==> src/rtl/seg7_pkg.sv <==
// seg7_pkg: shared types and constants for the seven-segment time display.
//   digit_idx_t   - digit slot currently being driven (DIG0 = rightmost)
//   time_digits_t - one coherent HH:MM snapshot in BCD
//   SEG_*         - active-high segment patterns, bit order {g,f,e,d,c,b,a}
package seg7_pkg;

    typedef enum logic [1:0] {DIG0, DIG1, DIG2, DIG3} digit_idx_t;

    typedef struct packed {
        logic [3:0] hour_tens;
        logic [3:0] hour_ones;
        logic [3:0] min_tens;
        logic [3:0] min_ones;
    } time_digits_t;

    localparam logic [6:0] SEG_0     = 7'h3F;
    localparam logic [6:0] SEG_1     = 7'h06;
    localparam logic [6:0] SEG_2     = 7'h5B;
    localparam logic [6:0] SEG_3     = 7'h4F;
    localparam logic [6:0] SEG_4     = 7'h66;
    localparam logic [6:0] SEG_5     = 7'h6D;
    localparam logic [6:0] SEG_6     = 7'h7D;
    localparam logic [6:0] SEG_7     = 7'h07;
    localparam logic [6:0] SEG_8     = 7'h7F;
    localparam logic [6:0] SEG_9     = 7'h6F;
    localparam logic [6:0] SEG_DASH  = 7'h40;
    localparam logic [6:0] SEG_BLANK = 7'h00;

endpackage

==> src/rtl/bcd_to_seg7.sv <==
// bcd_to_seg7: combinational BCD digit to active-high seven-segment pattern.
//   bcd     in  4  BCD digit; codes A-F are shown as a dash
//   pattern out 7  segments {g,f,e,d,c,b,a}, 1 = lit
module bcd_to_seg7
    import seg7_pkg::*;
(
    input  logic [3:0] bcd,
    output logic [6:0] pattern
);

    always_comb begin
        pattern = SEG_DASH;
        case (bcd)
            4'd0:    pattern = SEG_0;
            4'd1:    pattern = SEG_1;
            4'd2:    pattern = SEG_2;
            4'd3:    pattern = SEG_3;
            4'd4:    pattern = SEG_4;
            4'd5:    pattern = SEG_5;
            4'd6:    pattern = SEG_6;
            4'd7:    pattern = SEG_7;
            4'd8:    pattern = SEG_8;
            4'd9:    pattern = SEG_9;
            default: pattern = SEG_DASH;
        endcase
    end

endmodule

==> src/rtl/seg7_time_display.sv <==
// seg7_time_display: 4-digit multiplexed seven-segment driver for an HH:MM
// BCD time. Each digit gets a slot of REFRESH_DIV cycles whose first
// BLANK_CYCLES cycles keep all anodes off (anti-ghosting). All four digits
// are snapshotted at the end of every frame so a carry ripple in the source
// counter can never be shown half-applied.
//   clk        in  1  system clock
//   reset      in  1  synchronous, active-high
//   min_ones   in  4  BCD minutes ones   (an[0], rightmost)
//   min_tens   in  4  BCD minutes tens   (an[1])
//   hour_ones  in  4  BCD hours ones     (an[2])
//   hour_tens  in  4  BCD hours tens     (an[3]); a zero here is suppressed
//   blank      in  1  forces all anodes off while high
//   seg        out 7  registered segments {g,f,e,d,c,b,a}
//   dp         out 1  registered decimal point / colon
//   an         out 4  registered digit enables
// Optional feature macro: COLON_BLINK_EN - blinking colon on the DIG2 dp,
// toggling every BLINK_FRAMES frames. Without it dp stays off.
module seg7_time_display
    import seg7_pkg::*;
#(
    parameter int REFRESH_DIV    = 50000,
    parameter int BLANK_CYCLES   = 500,
    parameter bit SEG_ACTIVE_LOW = 1'b1,
    parameter bit AN_ACTIVE_LOW  = 1'b1,
    parameter int BLINK_FRAMES   = 256
) (
    input  logic       clk,
    input  logic       reset,
    input  logic [3:0] min_ones,
    input  logic [3:0] min_tens,
    input  logic [3:0] hour_ones,
    input  logic [3:0] hour_tens,
    input  logic       blank,
    output logic [6:0] seg,
    output logic       dp,
    output logic [3:0] an
);

    localparam int            CW       = (REFRESH_DIV > 1) ? $clog2(REFRESH_DIV) : 1;
    localparam logic [CW-1:0] CNT_LAST = CW'(REFRESH_DIV - 1);
    localparam logic [3:0]    AN_OFF   = AN_ACTIVE_LOW ? 4'b1111 : 4'b0000;
    localparam logic [6:0]    SEG_OFF  = SEG_ACTIVE_LOW ? ~SEG_BLANK : SEG_BLANK;
    localparam logic          DP_OFF   = SEG_ACTIVE_LOW;

    logic [CW-1:0] refresh_cnt;
    digit_idx_t    idx;
    digit_idx_t    idx_next;
    time_digits_t  snapshot;

    logic          slot_end;
    logic          frame_end;
    logic          in_dead;
    logic          suppress;
    logic          lit;
    logic          dp_on;
    logic [3:0]    cur_digit;
    logic [6:0]    cur_pattern;
    logic [3:0]    an_next;
    logic [6:0]    seg_next;
    logic          dp_next;

    assign slot_end  = (refresh_cnt == CNT_LAST);
    assign frame_end = slot_end && (idx == DIG3);

    // Dead time at the start of every slot; a zero-length window needs no compare.
    generate
        if (BLANK_CYCLES == 0) begin : g_no_dead
            assign in_dead = 1'b0;
        end else begin : g_dead
            assign in_dead = (refresh_cnt < CW'(BLANK_CYCLES));
        end
    endgenerate

    // ---- state register ----
    always_ff @(posedge clk) begin
        if (reset) begin
            refresh_cnt <= '0;
            idx         <= DIG0;
            snapshot    <= '0;
        end else begin
            refresh_cnt <= slot_end ? '0 : refresh_cnt + CW'(1);
            idx         <= idx_next;
            // Loaded on the last cycle of DIG3 so the whole next frame is coherent.
            if (frame_end) begin
                snapshot <= '{hour_tens: hour_tens, hour_ones: hour_ones,
                              min_tens:  min_tens,  min_ones:  min_ones};
            end
        end
    end

    // ---- next-state: slot sequencer wraps DIG3 -> DIG0 naturally in 2 bits ----
    always_comb begin
        idx_next = idx;
        if (slot_end) idx_next = digit_idx_t'(idx + 2'd1);
    end

    // ---- digit select and decode ----
    always_comb begin
        cur_digit = snapshot.min_ones;
        case (idx)
            DIG0:    cur_digit = snapshot.min_ones;
            DIG1:    cur_digit = snapshot.min_tens;
            DIG2:    cur_digit = snapshot.hour_ones;
            DIG3:    cur_digit = snapshot.hour_tens;
            default: cur_digit = snapshot.min_ones;
        endcase
    end

    bcd_to_seg7 u_dec (
        .bcd     (cur_digit),
        .pattern (cur_pattern)
    );

    assign suppress = (idx == DIG3) && (snapshot.hour_tens == 4'd0);
    assign lit      = !blank && !in_dead && !suppress;

`ifdef COLON_BLINK_EN
    localparam int            FW         = (BLINK_FRAMES > 1) ? $clog2(BLINK_FRAMES) : 1;
    localparam logic [FW-1:0] FRAME_LAST = FW'(BLINK_FRAMES - 1);

    logic [FW-1:0] frame_cnt;
    logic          blink_q;

    always_ff @(posedge clk) begin
        if (reset) begin
            frame_cnt <= '0;
            blink_q   <= 1'b0;
        end else if (frame_end) begin
            if (frame_cnt == FRAME_LAST) begin
                frame_cnt <= '0;
                blink_q   <= ~blink_q;
            end else begin
                frame_cnt <= frame_cnt + FW'(1);
            end
        end
    end

    // The colon sits on the hours-ones digit.
    assign dp_on = lit && (idx == DIG2) && blink_q;
`else
    // BLINK_FRAMES has no function without the colon feature.
    logic [31:0] unused_blink_frames;
    assign unused_blink_frames = 32'(BLINK_FRAMES);
    assign dp_on = 1'b0;
`endif

    // ---- output decode (pre-register) ----
    always_comb begin
        an_next  = AN_OFF;
        seg_next = SEG_OFF;
        if (lit) begin
            an_next  = AN_ACTIVE_LOW ? ~(4'b0001 << idx) : (4'b0001 << idx);
            seg_next = SEG_ACTIVE_LOW ? ~cur_pattern : cur_pattern;
        end
        dp_next = SEG_ACTIVE_LOW ? ~dp_on : dp_on;
    end

    always_ff @(posedge clk) begin
        if (reset) begin
            an  <= AN_OFF;
            seg <= SEG_OFF;
            dp  <= DP_OFF;
        end else begin
            an  <= an_next;
            seg <= seg_next;
            dp  <= dp_next;
        end
    end

endmodule

==> config.mk <==
export PLATFORM = sky130hd
export DESIGN_NAME = seg7_time_display
export DESIGN_NICKNAME = d
export VERILOG_FILES = /design/src/rtl/seg7_pkg.sv /design/src/rtl/bcd_to_seg7.sv /design/src/rtl/seg7_time_display.sv
export SDC_FILE = /design/constraint.sdc
export NUM_CORES = 1
export LEC_CHECK = 0
export BUFFER_PORTS_ARGS = -buffer_cell sky130_fd_sc_hd__buf_4
export CELL_PAD_IN_SITES_DETAIL_PLACEMENT = 1
export CELL_PAD_IN_SITES_GLOBAL_PLACEMENT = 1
export CORE_ASPECT_RATIO = 0.75
export CORE_UTILIZATION = 48
export CTS_BUF_LIST = sky130_fd_sc_hd__clkbuf_2
export CTS_CLUSTER_DIAMETER = 40
export DETAILED_ROUTE_END_ITERATION = 6
export GPL_TIMING_DRIVEN = 1
export PLACE_DENSITY = 0.95
export SYNTH_ARGS = -nofsm -noshare
export SYNTH_HDL_FRONTEND = slang
export SYNTH_SLANG_ARGS = --single-unit
==> constraint.sdc <==
create_clock -name clk -period 4.3 [get_ports clk]
set_input_delay 0.86 -clock clk [delete_from_list [all_inputs] [get_ports clk]]
set_output_delay 0.86 -clock clk [all_outputs]
set_load 0.005 [all_outputs]
==> Word-level counts from Yosys, hierarchy flattened <==
Memory sizes are Yosys's and may differ from the RTL's.
Index checks and enable logic that the tools add are counted.
{ "totals": {"register_bits": 45, "latchBits": 0, "ram_bits": 0, "romBits": 112, "input_bits": 19, "word_cells": 32, "memories": 1} }
{ "classes": {"n_addsub": 2, "mul": 0, "div": 0, "n_lt_le_gt_ge": 1, "eq_ne": 4, "n_shift": 1, "muxes": 1, "n_bitwise": 3, "n_reduce_logical": 11} }
{ "mem_list": {"columns": ["name", "depth", "word_bits", "read_ports", "rd_ports_with_merged_regs", "write_ports", "line_no", "text"], "rows": [
  ["(no name shown)", 16, 7, 1, 0, 0, "bcd_to_seg7.sv:13", "case (bcd)"]
]} }
{ "op_table": {"columns": ["op", "count"], "rows": [
  ["adder 16 x 1 -> 16 bit (second input constant)", 1],
  ["== test 16 bit (second input constant)", 1],
  ["less-than comparator 16 x 9 -> 1 bit (second input constant)", 1],
  ["case mux 4 bit (4 select lines)", 1],
  ["inverter 7 bit", 1],
  ["== test 2 bit (second input constant)", 2],
  ["logical AND 1 bit", 4],
  ["logical NOT 4 bit", 1],
  ["inverter 4 bit", 1],
  ["OR reduction 2 bit", 2],
  ["<< shifter 1 x 2 -> 4 bit (first input constant)", 1],
  ["logical NOT 1 bit", 3],
  ["adder 2 x 1 -> 2 bit (second input constant)", 1],
  ["== test 2 x 1 -> 1 bit (second input constant)", 1],
  ["logical NOT 2 bit", 1],
  ["inverter 1 bit", 1]
]} }

==> Logic depth before layout (Yosys ltp) <==
Gate-level depths: netlist of run 1.
{ "logic_depth": {"word_depth": 6, "depth_mapped": 9, "ltp_nobuf": 9} }

==> By module <==
A second synthesis of run 1 with hierarchy kept.
{ "unflattened": {"hier_cells": 225, "area_unflattened_um2": 2099.5} }
{ "modules_own_cells": {"columns": ["mod", "instances", "cells_each", "area_each_um2"], "rows": [
  ["seg7_time_display", 1, 196, 1874.3],
  ["bcd_to_seg7", 1, 29, 225.2]
]} }

==> Worst setup path before layout of run 1 <==
No wires, ideal clock.
{ "synth_path": {"path_type": "reg2reg", "from": "register idx[0]", "to": "register seg[4]", "setup_ns": 0.074, "t_arrival_ns": 1.829, "required_time_ns": 4.226, "path_slack_ns": 2.397, "stages_incl_launch_ff": 10, "n_path_buf": 1, "path_cell_list": "dfxtp_1 ha_1 buf_2 a222oi_1 a21oi_1 inv_1 ha_1 a211oi_1 a211oi_1 o21ai_0"} }
{ "synth_via": {"elab_chain_len": 6, "word_cells_on_any_way": 12} }
{ "synth_lines": {"columns": ["element", "line_no", "text"], "rows": [
  ["start, declared", "seg7_time_display.sv:46", "digit_idx_t idx;"],
  ["start signal, assigned", "seg7_time_display.sv:82", "idx <= idx_next;"],
  ["branches (longest 6 deep; another with memory (16 x 7 bit))", null, null],
  ["end signal, assigned", "seg7_time_display.sv:165", "seg <= seg_next;"],
  ["end, declared", "seg7_time_display.sv:34", "output logic [6:0] seg,"]
]} }
Several ways; the timed one is not identified.
A chain may end at the register's enable or synchronous reset.

==> Worst setup path in the final report of run 1 <==
Same ends and word-level chain as after synthesis.

==> results of run 1 <==
## routing by layer
layer | vias to the layer above | share of wire | track usage
li1 | 878 | - | -
met1 | 867 | 0.46 | 0.322
met2 | 46 | 0.48 | 0.412
met3 | 10 | 0.048 | 0.0672
met4 | 0 | 0.012 | 0.0805
met5 | - | 0 | 0
## through the flow
| step | std cells | instance area (um2) | power, mW |
|---|---|---|---|
| 6_report | 313 | 2360 | 0.623 |
| 5_1_grt | 313 | 2360 | 0.646 |
| 4_1_cts | 313 | 2360 | 0.625 |
| 3_5_place_dp | 306 | 2330 | 0.455 |
| 3_3_place_gp | 306 | 2330 | 0.455 |
| 2_1_floorplan | 236 | 2130 | 0.442 |
## state kept, by name (all words and copies together) (netlist names)
register / flops
refresh_cnt: 16
snapshot: 16
an: 4
seg: 7
idx: 2
## how the worst max path moves through the flow
stage	start	end	slack, ps
2_1_floorplan	idx[0]	seg[4]	2400
5_1_grt	idx[0]	seg[4]	1240
3_5_place_dp	idx[0]	seg[4]	1600
4_1_cts	idx[0]	seg[4]	1520
6_report	idx[0]	seg[4]	1490
3_3_place_gp	idx[0]	seg[3]	1750
## worst max-delay path, stage by stage, from the launching register on
cell,delay (ps)
dfxtp_1,450
ha_1,740
a222oi_1,260
a21oi_1,400
inv_1,150
ha_1,240
a211oi_1,250
a211oi_1,90
o21ai_0,170
## cell type report
| class | count | share of cell area |
|---|---|---|
| multi-input combinational | 165 | 0.463 |
| sequential | 45 | 0.381 |
| timing repair buffer | 29 | 0.0921 |
| tap | 55 | 0.0291 |
| inverter | 12 | 0.0190 |
| clock buffer | 5 | 0.0106 |
| clock inverter | 2 | 0.00476 |
## Yosys cell counts, drive strengths merged, types with 2 or more instances
library cell   n  area, um2
and4           3       28.8
nor2b          4       25.0
dfxtp         45        901
inv           12       45.0
a21oi         24        128
a222oi         4       40.0
buf           10       70.1
nor4           4       46.3
and3           2       12.5
nand3         23        115
mux2i          2       20.0
ha            11        138
nor2          18       67.6
clkbuf         4       16.3
a32oi          3       26.3
xnor2          7       61.3
a211oi         2       15.0
nor3           2       10.0
nand2         10       37.5
xor2           5       43.8
nand4          3       33.8
o21ai         21        105
## power breakdown
group          leakage (nW)  total [mW]  switching, mW  internal, mW
Sequential            0.363       0.423        0.00246         0.421
Combinational         0.477      0.0244         0.0111        0.0133
Clock                0.0225       0.175          0.140        0.0349
## logic make-up (layout without fill, tap and decap cells)
kind of cell    count (synthesis)  in the layout  share of synthesized area
buf+inv                        26             48                     0.0617
compound gates                 60             60                      0.171
xor+xnor                       12             12                     0.0494
other cells                     1              1                    0.00176
fa+ha+maj                      11             11                     0.0647
simple gates                   78             78                      0.213
mux                             3              3                     0.0147
flops                          45             45                      0.423
==> impl_metrics.toml, run 1 <==
[floorplanning]
die_h_um = 59.7
die-area_um2 = 4710
coreArea_um2 = 4150
rows = 20
die_width_um = 78.9
ios = 31
start_util = 0.512

[min_path]
hold_depth = 1
hold_class = "reg -> reg"
hold_path_startpoint = "refresh_cnt[0]"
hold_path_end = "refresh_cnt[0]"

[placement]
dp_slack_ps = 1600
io_buffers = 29
hpwl_um = 3930
gp_congestion = 0.831

[status]
outcome = "complete, no violations"

[global_route]
grt_max_degree = 24
grt_overflow = 0
grt_pass1_vias = 1821
grt_antenna_before_repair = 0
grt_usage = 0.250
grt_pass1_wl_um = 8920

[layout]
final_common_cell = "dfxtp_1"
antennaDiodeCount = 0
drive_gt1_frac = 0.174
final_util = 0.569
final_cell_mix = "dfxtp_1 (45), buf_4 (29), nand3_1 (23), a21oi_1 (22), o21ai_0 (21)"
multi_input_area_um2 = 1100
regArea_um2 = 901
nFillCells = 508
synthToLayoutAreaGrowth_pct = 11.1
final_nets = 288

[sta]
layout_setup_ws_ps = 1490
max_clock_freq_ghz = 0.356
setup_viol = 0
worst_pin_slew_ps = 844
period_needed_ps = 2810
skew_ps = 17.1
period_share = 0.652
hold_viol = 0
rsz0062_at_grt = "no"
slew_violations = 0
fin_tns_setup_ps = 0
relSlewSlack = 0.437
hold_ws_ps = 484

[synth]
ys_seq_area_frac = 0.423
syn-num-nets = 266
yosysUniqueCellTypes = 47
synth_cells = 236
synth_top_flop_cell = "dfxtp_1"
synth_warnings = 0
async_reset_ff_frac = 0
ys_ff_latch = 45
syn_area_um2 = 2130
avgSynthCellArea_um2 = 9.02
synth-edff-count = 0

[route]
drc = 0
drtAntennaViolNets = 0
via_count = 1801
first_pass_iters = 5
viasPerCell = 5.75
drt-total-wl_um = 5350
wire_per_inst_um = 17.1
first_iter_violations = 134

[clock_tree]
insertion_delay_ps = 430
cts_hold_buf = 0
cts_resized = 0
clk_path_buf_depth = 2
postCtsSetupBuffers = 0
cts_tree = "done"
cts.sinks = 45
cts-root-buf = "clkbuf_2"
cts_buffers = 5
clkTransAtPathRegs_ps = 230
htreeDepth = 2

[critical_path]
crit_arrival_ps = 3170
end_kind = "flop"
path_class = "reg -> reg"
r2r_slack_ps = 1490
cp_max_fo = 23
reg2reg_depth = 8
crit_path_start_kind = "flop"
cp.required_ps = 4660
reg2reg_to = "seg[4]"
worstReg2RegStart = "idx[0]"

[power]
power_per_cell_area_nw_per_um2 = 263
p_leak_nw = 0.862
ir_drop_uv = 169

[run]
timing.max_cap.violations = 0
(Power assumes the default switching activity.)
==> run 2, diff against run 1 <==
--- a/config.mk
+++ b/config.mk
@@ -5,16 +5,17 @@
 export SDC_FILE = /design/constraint.sdc
 export NUM_CORES = 1
 export LEC_CHECK = 0
+export ABC_AREA = 1
 export BUFFER_PORTS_ARGS = -buffer_cell sky130_fd_sc_hd__buf_4
 export CELL_PAD_IN_SITES_DETAIL_PLACEMENT = 1
 export CELL_PAD_IN_SITES_GLOBAL_PLACEMENT = 1
 export CORE_ASPECT_RATIO = 0.75
-export CORE_UTILIZATION = 48
+export CORE_UTILIZATION = 39
 export CTS_BUF_LIST = sky130_fd_sc_hd__clkbuf_2
 export CTS_CLUSTER_DIAMETER = 40
 export DETAILED_ROUTE_END_ITERATION = 6
 export GPL_TIMING_DRIVEN = 1
-export PLACE_DENSITY = 0.95
+export PLACE_DENSITY = 0.89
 export SYNTH_ARGS = -nofsm -noshare
 export SYNTH_HDL_FRONTEND = slang
 export SYNTH_SLANG_ARGS = --single-unit
==> constraint.sdc (replaced) <==
create_clock -name clk -period 2.5 [get_ports clk]
set_input_delay 0.5 -clock clk [delete_from_list [all_inputs] [get_ports clk]]
set_output_delay 0.5 -clock clk [all_outputs]
set_load 0.005 [all_outputs]
==> impl_metrics.toml, run 2 <==
[layout]
final_common_cell = "nand2_1"
reg.largest.list = "refresh_cnt: 16 flops, snapshot: 16 flops, seg: 7 flops"
multi_input_area_um2 = 1120
antennaDiodeCount = 0
final_cell_mix = "nand2_1 (75), dfxtp_1 (45), nor2_1 (33), buf_4 (32), a21oi_1 (27)"
final_nets = 353
synthToLayoutAreaGrowth_pct = 12.8
nFillCells = 723
final_util = 0.461
drive_gt1_frac = 0.152
regArea_um2 = 901
fin_area_um2 = 2480

[synth]
yosysTopAreaCellShare = 0.410
ys_seq_area_frac = 0.410
syn-num-nets = 325
yosysUniqueCellTypes = 26
post-synth-top-count-cell = "nand2_1"
synth.largest_area_cell = "dfxtp_1"
synth_cells = 295
synth_warnings = 0
synthTopCellsByArea = "dfxtp_1 (41%), nand2_1 (13%), ha_1 (6.3%)"
syn_area_um2 = 2200
synth.top_cells.by_count = "nand2_1 (75), dfxtp_1 (45), nor2_1 (33), a21oi_1 (27), nand3_1 (23)"
async_reset_ff_frac = 0
avgSynthCellArea_um2 = 7.45
ys_ff_latch = 45
synth_top_flop_cell = "dfxtp_1"
synth-edff-count = 0

[sta]
worst_pin_slew_ps = 628
skew_ps = 17.9
period_needed_ps = 2140
hold_viol = 0
rsz0062_at_grt = "no"
period_share = 0.855
relSlewSlack = 0.578
setup_viol = 0
slew_violations = 0
fin_tns_setup_ps = 0
max_clock_freq_ghz = 0.468

[global_route]
grt_max_degree = 21
top_usage_layer = "met2"
grt_usage = 0.211
grt_pass1_vias = 2028
use_met3 = 0.0347
grt_pass1_wl_um = 9530
grtUsageMet2 = 0.328
grt_antenna_before_repair = 0
grt_overflow = 0
met1_usage = 0.296

[floorplanning]
coreArea_um2 = 5380
ios = 31
rows = 23
die_h_um = 67.0
die_width_um = 88.7
die-area_um2 = 5940
start_util = 0.409

[min_path]
hold_depth = 3
hold_class = "in -> reg"

[clock_tree]
postCtsSetupBuffers = 0
clkTransAtPathRegs_ps = 240
cts_tree = "done"
insertion_delay_ps = 430
cts_buffers = 5
cts_resized = 0
cts_hold_buf = 0
htreeDepth = 2
clk_path_buf_depth = 2
cts-root-buf = "clkbuf_2"
cts.sinks = 45

[run]
timing.max_cap.violations = 0

[route]
first_iter_violations = 71
wire_per_inst_um = 14.5
viasPerCell = 5.07
first_pass_iters = 4
drc = 0
drt-total-wl_um = 5770
drtAntennaViolNets = 0
via_count = 2018

[placement]
postPlaceCellArea_um2 = 2450
io_buffers = 29
gp_congestion = 0.831
hpwl_um = 4190

[critical_path]
cp.required_ps = 2830
cp_max_fo = 8
reg2reg_depth = 10
crit_path_start_kind = "flop"
path_class = "reg -> reg"
crit_arrival_ps = 2470
end_kind = "flop"

[power]
ir_drop_uv = 203
power_per_cell_area_nw_per_um2 = 434
p_leak_nw = 0.905

[status]
outcome = "complete, no violations"
[run 2: changes by cell type in the layout (fill, tap and decap cells not counted), sizes merged, moves of 4 or more]
cell / before / now
nand2: 10 / 79
o21ai: 21 / 0
nand4: 3 / 20
nor2: 18 / 35
inv: 12 / 22
xnor2: 7 / 1
a222oi: 4 / 0
nand3b: 0 / 4
nor2b: 4 / 0
nor3: 2 / 6
nor4: 4 / 0
[run 2: per-stage QoR]
stage                     hold WS [ps]  total power, mW  worst slack (ps)  instances
after floorplan                    418            0.759               671        295
final                              336             1.08               364        398
after global placement             430            0.782               510        391
after global routing               327             1.11               133        398
after detailed placement           444            0.784               383        391
after CTS                          316             1.08               360        398
[run 2: area by class of cell]
cell class	count	share of cell area
flip-flops and latches	45	0.363
repair buffers	32	0.0969
well taps	75	0.0378
clock inverters	1	0.00151
multi-input cells	216	0.454
clock buffers	6	0.0121
inverters	23	0.0348
[run 2: final timing paths]
path,from,slack [ps],end
worst max-delay path,idx[0],360,seg[5]
worst min-delay path,min_tens[3],340,snapshot[7]
worst max register to register,idx[0],360,seg[5]
worst min register to register,refresh_cnt[0],470,refresh_cnt[0]
[run 2: power by group]
part | internal [mW] | leakage (nW) | switching (mW)
clock | 0.0652 | 0.0265 | 0.241
sequential | 0.723 | 0.363 | 0.00355
combinational | 0.0228 | 0.515 | 0.0201
[run 2: layer usage]
layer,share of wire,vias to the layer above
met5,0,-
met4,0.0094,0
met3,0.037,7
met2,0.45,34
met1,0.50,954
li1,-,1023
[run 2: worst max-delay path, stage by stage, from the launching register on]
cell      delay (ps)
dfxtp_1          430
inv_1            120
ha_1             210
inv_1            180
nand2_1           80
o22ai_1          340
inv_1            130
ha_1             210
nand3b_1         180
nand3_1          110
nand3_1           60
[run 2: logic make-up after synthesis]
| kind of cell | after synthesis | share of synthesized area |
|---|---|---|
| simple gates | 171 | 0.363 |
| fa+ha+maj | 11 | 0.0626 |
| buf+inv | 34 | 0.0785 |
| other cells | 1 | 0.00171 |
| flops | 45 | 0.410 |
| compound gates | 28 | 0.0643 |
| xor+xnor | 5 | 0.0199 |
